[config.mk]
export PLATFORM = sky130hd
export DESIGN_NAME = work_pool
export DESIGN_NICKNAME = d
export VERILOG_FILES = /design/src/rtl/work_pool_pkg.sv /design/src/rtl/work_pool_asm.sv /design/src/rtl/work_pool.sv
export SDC_FILE = /design/constraint.sdc
export NUM_CORES = 1
export LEC_CHECK = 0
export CAP_MARGIN = 20
export CORE_ASPECT_RATIO = 1.25
export CORE_MARGIN = 2
export CORE_UTILIZATION = 40
export CTS_BUF_LIST = sky130_fd_sc_hd__clkbuf_16
export CTS_CLUSTER_SIZE = 40
export DETAILED_ROUTE_END_ITERATION = 8
export MAX_ROUTING_LAYER = met4
export PLACE_DENSITY_LB_ADDON = 0.1
export RECOVER_POWER = 50
export SLEW_MARGIN = 20
export SYNTH_ARGS = -nofsm -noshare
export SYNTH_HDL_FRONTEND = slang
export SYNTH_SLANG_ARGS = --single-unit
[constraint.sdc]
create_clock -name CLK_I -period 17.6 [get_ports CLK_I]
set_input_delay 4.4 -clock CLK_I [delete_from_list [all_inputs] [get_ports CLK_I]]
set_output_delay 4.4 -clock CLK_I [all_outputs]
set_load 0.01 [all_outputs]
[src/rtl/work_pool_pkg.sv]
// work_pool shared constants: default geometry, slot count, word indexing.
// Optional checksum feature is enabled by defining WORK_POOL_CHK_EN.
package work_pool_pkg;

  localparam int PKG_LEN_DEF = 10;
  localparam int WORD_W_DEF  = 32;
  localparam int POOL_SLOTS  = 2;

  function automatic int word_lo(input int idx, input int w);
    return idx * w;
  endfunction

endpackage

[src/rtl/work_pool_asm.sv]
// work_pool packet assembler: word counter, assembly words, optional XOR check.
// Checksum logic is present only when WORK_POOL_CHK_EN is defined.
module work_pool_asm
  import work_pool_pkg::*;
#(
  parameter int PKG_LEN = PKG_LEN_DEF,
  parameter int WORD_W  = WORD_W_DEF,
  parameter int CNT_W   = 4
) (
  input  logic                      CLK_I,
  input  logic                      RST_N_I,
  input  logic                      push,
  input  logic [WORD_W-1:0]         din,
  input  logic                      flush,
  output logic [CNT_W-1:0]          asm_cnt,
  output logic                      pkt_done,
  output logic [PKG_LEN*WORD_W-1:0] pkt_dat,
  output logic                      chk_ok
);

  localparam logic [CNT_W-1:0] LAST = CNT_W'(PKG_LEN - 1);

  logic [WORD_W-1:0] words_q [PKG_LEN-1];
  logic              acc;

  assign acc      = push & ~flush;
  assign pkt_done = acc & (asm_cnt == LAST);

  always_ff @(posedge CLK_I or negedge RST_N_I) begin
    if (!RST_N_I) begin
      asm_cnt <= '0;
    end else if (flush || pkt_done) begin
      asm_cnt <= '0;
    end else if (push) begin
      asm_cnt <= asm_cnt + 1'b1;
    end
  end

  // Payload storage carries no reset; validity is tracked by asm_cnt.
  always_ff @(posedge CLK_I) begin
    for (int i = 0; i < PKG_LEN - 1; i++) begin
      if (acc && asm_cnt == CNT_W'(i)) words_q[i] <= din;
    end
  end

  // Last word bypasses storage so the packet is whole on the commit push.
  always_comb begin
    pkt_dat = '0;
    for (int i = 0; i < PKG_LEN - 1; i++) begin
      pkt_dat[word_lo(i, WORD_W) +: WORD_W] = words_q[i];
    end
    pkt_dat[word_lo(PKG_LEN - 1, WORD_W) +: WORD_W] = din;
  end

`ifdef WORK_POOL_CHK_EN
  logic [WORD_W-1:0] xor_q;

  always_ff @(posedge CLK_I or negedge RST_N_I) begin
    if (!RST_N_I) begin
      xor_q <= '0;
    end else if (flush || pkt_done) begin
      xor_q <= '0;
    end else if (acc) begin
      xor_q <= xor_q ^ din;
    end
  end

  assign chk_ok = (din == xor_q);
`else
  assign chk_ok = 1'b1;
`endif

endmodule

[src/rtl/work_pool.sv]
// work_pool: assembles pushed words into packets held in a 2-slot ping-pong.
// Define WORK_POOL_CHK_EN to drop packets whose last word fails the XOR check.
module work_pool
  import work_pool_pkg::*;
#(
  parameter int PKG_LEN = PKG_LEN_DEF,
  parameter int WORD_W  = WORD_W_DEF,
  parameter int CNT_W   = 4
) (
  input  logic                      CLK_I,
  input  logic                      RST_N_I,
  input  logic                      pool_push,
  input  logic [WORD_W-1:0]         pool_din,
  input  logic                      pool_flush,
  input  logic                      err_clr,
  output logic                      work_vld,
  input  logic                      work_rdy,
  output logic [PKG_LEN*WORD_W-1:0] work_dat,
  output logic [1:0]                pool_cnt,
  output logic                      pool_full,
  output logic [CNT_W-1:0]          asm_cnt,
  output logic                      ovf_err,
  output logic                      chk_err
);

  localparam int PKT_W = PKG_LEN * WORD_W;

  logic [PKT_W-1:0]      slot_q [POOL_SLOTS];
  logic [POOL_SLOTS-1:0] full_q;
  logic [POOL_SLOTS-1:0] full_d;
  logic                  wr_ptr;
  logic                  rd_ptr;

  logic             pkt_done;
  logic [PKT_W-1:0] pkt_dat;
  logic             chk_ok;
  logic             xfer;
  logic             slot_free;
  logic             commit;
  logic             ovf_set;

  work_pool_asm #(
    .PKG_LEN (PKG_LEN),
    .WORD_W  (WORD_W),
    .CNT_W   (CNT_W)
  ) u_asm (
    .CLK_I    (CLK_I),
    .RST_N_I  (RST_N_I),
    .push     (pool_push),
    .din      (pool_din),
    .flush    (pool_flush),
    .asm_cnt  (asm_cnt),
    .pkt_done (pkt_done),
    .pkt_dat  (pkt_dat),
    .chk_ok   (chk_ok)
  );

  assign work_vld  = |full_q;
  assign pool_cnt  = {full_q[0] & full_q[1], full_q[0] ^ full_q[1]};
  assign pool_full = &full_q;
  assign work_dat  = work_vld ? slot_q[rd_ptr] : '0;

  // With both slots full the pointers coincide, so a same-cycle read frees wr slot.
  assign xfer      = work_vld & work_rdy;
  assign slot_free = ~full_q[wr_ptr] | (xfer & (rd_ptr == wr_ptr));
  assign commit    = pkt_done & chk_ok & slot_free;
  assign ovf_set   = pkt_done & chk_ok & ~slot_free;

  always_comb begin
    full_d = full_q;
    if (xfer)   full_d[rd_ptr] = 1'b0;
    if (commit) full_d[wr_ptr] = 1'b1;
  end

  always_ff @(posedge CLK_I or negedge RST_N_I) begin
    if (!RST_N_I) begin
      full_q  <= '0;
      wr_ptr  <= 1'b0;
      rd_ptr  <= 1'b0;
      ovf_err <= 1'b0;
    end else begin
      full_q  <= full_d;
      wr_ptr  <= wr_ptr ^ commit;
      rd_ptr  <= rd_ptr ^ xfer;
      ovf_err <= ovf_set | (ovf_err & ~err_clr);
    end
  end

  always_ff @(posedge CLK_I) begin
    if (commit) slot_q[wr_ptr] <= pkt_dat;
  end

`ifdef WORK_POOL_CHK_EN
  always_ff @(posedge CLK_I or negedge RST_N_I) begin
    if (!RST_N_I) begin
      chk_err <= 1'b0;
    end else begin
      chk_err <= (pkt_done & ~chk_ok) | (chk_err & ~err_clr);
    end
  end
`else
  assign chk_err = 1'b0;
`endif

endmodule

==> impl_results.md <==
- Post-Syn Area per Cell: 19.5 um^2
- Worst r2r src: rd_ptr$_DFF_PN0_
- CTS H-tree depth: 3
- GRT overflow: 0
- Finish-stage setup viols: 0
- Fmax: 115 MHz
- Gate Count Post-Synth: 1707
- Num CTS Buffers: 91
- Row Count: 118
- Share of cells above drive strength 1: 7.14%
- Synth unique cells: 28
- Clock Latency Late Sink: 0.64 ns
- Peak VDD IR: 0.0779 mV
- Area growth, synth to finish: 23.3%
- Hold depth: 0
- Most frequent cells in the layout: edfxtp_1, clkdlybuf4s50_1, nor2_1
- IO Count: 368
- Worst Max-Slew Pin Slew: 3.05 ns
- Final period util: 49.2%
- Post-Syn Area: 0.0333 mm^2
- Clock power frac: 42.5%
- DIE AREA: 0.0856 mm^2
- Psw: 0.000868 W
- Final nets: 2157
- CP endpoint kind: output port
- CTS Sinks: 937
- Fin Clk Skew: 0.0204 ns
- Max-cap violations: 4
- Final instance area: 0.0410 mm^2
- Violated checks: max-capacitance violations, max-slew violations
- Switching Share: 19.6%
- Post-DP Area: 0.0381 mm^2
- Leakage power: 13.9 nW
- Syn. warnings: 0
- Sum Neg Setup Slack: 0 ns
- Syn_nets: 1753
- CTS tree: built
- Clock period minus worst slack: 8.66 ns
- Sequential Power Share: 55.4%
- Bufs on Longest Clock Path: 3
- Slew Limit Fails: 120
- CP startpoint kind: register
- Cts repair resizes: 0
- Slew Limit Headroom: -104%
- Initial Util: 40.3%
- Die height: 327 um
- Power Internal: 0.00356 W
- Status: finished, violations left
- Worst endpoint required time: 13.20 ns
- Arrival @ worst endpoint: 4.26 ns
- WHS Endpoint: slot_q[0][231]$_DFFE_PP_
- Endpoints failing hold: 0
- PD cells: 108 mW/mm^2
- Worst Path Max Fanout: 87
- ANT nets after route: 0
- 1st-pass router iterations: 5
- Final Routed Wirelength: 76200 um
- Combinational Power Share: 2.1%
- RSZ-0062 raised after global routing: false
- Global-route wire length before repair: 109000 um
- Sequential area share after synthesis: 84.4%
- DR iter-0 viols: 1134
- Via density: 4.86
- Commonest non-fill, non-tap cell in the layout: edfxtp_1
- Buffers added on ports: 366
- Crit Path Category: reg -> out
- Yosys reg bits: 937
- FF-to-FF End: slot_q[0][313]$_DFFE_PP_
- Routability Congestion: 0.725
- Worst Hold Class: reg -> reg
- Initial antenna violation count: 6
- EDFF count, synth: 928
- R2r worst-path depth: 7
- Largest net degree at the start of global routing: 152
- Top FF cell, synth: edfxtp_1
- # hold bufs at CTS: 0
- Ys async rst share: 0.961%
- Post-CTS setup buffer count: 0
- GRT Resource Usage Total: 18.3%
- Die width: 262 um
- Core Footprint: 0.0827 mm^2
- HPWL after DPL: 44900 um
- Root buffer cell: clkbuf_16
- R2R Setup Slk: 12.81 ns
- Avg WL per Cell: 23.3 um
- Via Count: 15900
- Drt drc: 0
- Vias in the first global route: 16300
- Worst-path clk slew: 0.06 ns
- Min-delay src: u_asm.words_q[0][231]$_DFFE_PP_
worst max-delay path, stage by stage, from the launching register on:
cell	delay [ns]
dfrtp_1	0.41
inv_1	0.11
ha_4	0.69
buf_4	0.76
buf_4	0.70
nor2_1	0.15
clkdlybuf4s50_1	0.56
synthesized netlist by cell type, types with 2 or more instances:
library cell	instances	share of area (%)
nor2b_1	3	0.056
nand2_1	4	0.045
edfxtp_1	928	84
inv_1	9	0.10
dfrtp_1	9	0.68
buf_1	3	0.034
clkbuf_1	27	0.30
xor2_1	2	0.053
ha_1	8	0.30
o21ai_0	3	0.045
buf_2	14	0.21
nor2_1	324	3.7
mux2i_1	321	9.7
and2_1	8	0.15
buf_4	31	0.70
per-stage QoR:
step           power, W  std cells  setup slack, ns  hold slack, ns  utilization (%)
2_1_floorplan   0.00254       1707             4.37           0.421                -
3_3_place_gp    0.00259       3095             9.62           0.422             46.1
3_5_place_dp    0.00260       3095             9.55           0.429             46.1
4_1_cts         0.00448       3261             8.84           0.427             49.6
5_1_grt         0.00457       3267             8.63           0.445             49.6
6_report        0.00442       3268             8.94           0.428             49.6
how the worst max path moves through the flow:
stage	depth (start not counted)	end	from
6_report	6	work_dat[43]	full_q[0]$_DFF_PN0_
5_1_grt	6	work_dat[43]	full_q[0]$_DFF_PN0_
4_1_cts	6	work_dat[43]	full_q[0]$_DFF_PN0_
3_5_place_dp	6	work_dat[43]	full_q[0]$_DFF_PN0_
3_3_place_gp	6	work_dat[43]	full_q[0]$_DFF_PN0_
2_1_floorplan	5	slot_q[0][0]$_DFFE_PP_	pool_push
power groups by stage:
stage                     Clock, W  Combinational [W]  Sequential (W)
final                      0.00188          0.0000932         0.00245
after global routing       0.00202           0.000100         0.00245
after CTS                  0.00193          0.0000984         0.00245
after detailed placement         0          0.0000985         0.00250
after global placement           0          0.0000978         0.00250
after floorplan                  0          0.0000504         0.00249
sequential cells by signal, summed over array words and instances, names as in the netlist:
name / cells
slot_q: 640
u_asm.words_q: 288
u_asm.asm_cnt: 4
full_q: 2
ovf_err: 1
rd_ptr: 1
wr_ptr: 1
cell families (layout without fill, tap and decap cells):
kind of cell    after synthesis  in the layout  share of synthesized area [%]
mux                         321            321                           9.65
flops                       937            937                           84.4
buf+inv                      84            561                           1.35
compound gates                6              6                          0.117
other cells                   1              5                         0.0113
xor+xnor                      3              3                         0.0790
simple gates                347            347                           4.09
fa+ha+maj                     8              8                          0.301
metal layers:
metal  vias to the layer above  track usage, %  share of wire [%]
met3                        87            2.99                4.8
met1                      8153            23.6                 43
met2                       392            29.9                 51
met4                         0            5.18                1.9
li1                       7248               -                  -
met5                         -               -                  0
layout make-up:
type,instances,area [um^2]
Multi-Input combinational cell,686,4770
Timing Repair Buffer,386,3880
Clock buffer,97,2430
Clock inverter,69,472
Fill cell,6832,41600
Inverter,9,33.8
Tap cell,1080,1350
Sequential cell,937,28100
Antenna cell,4,10.0
No activity file was read; power rests on OpenSTA's default activity.
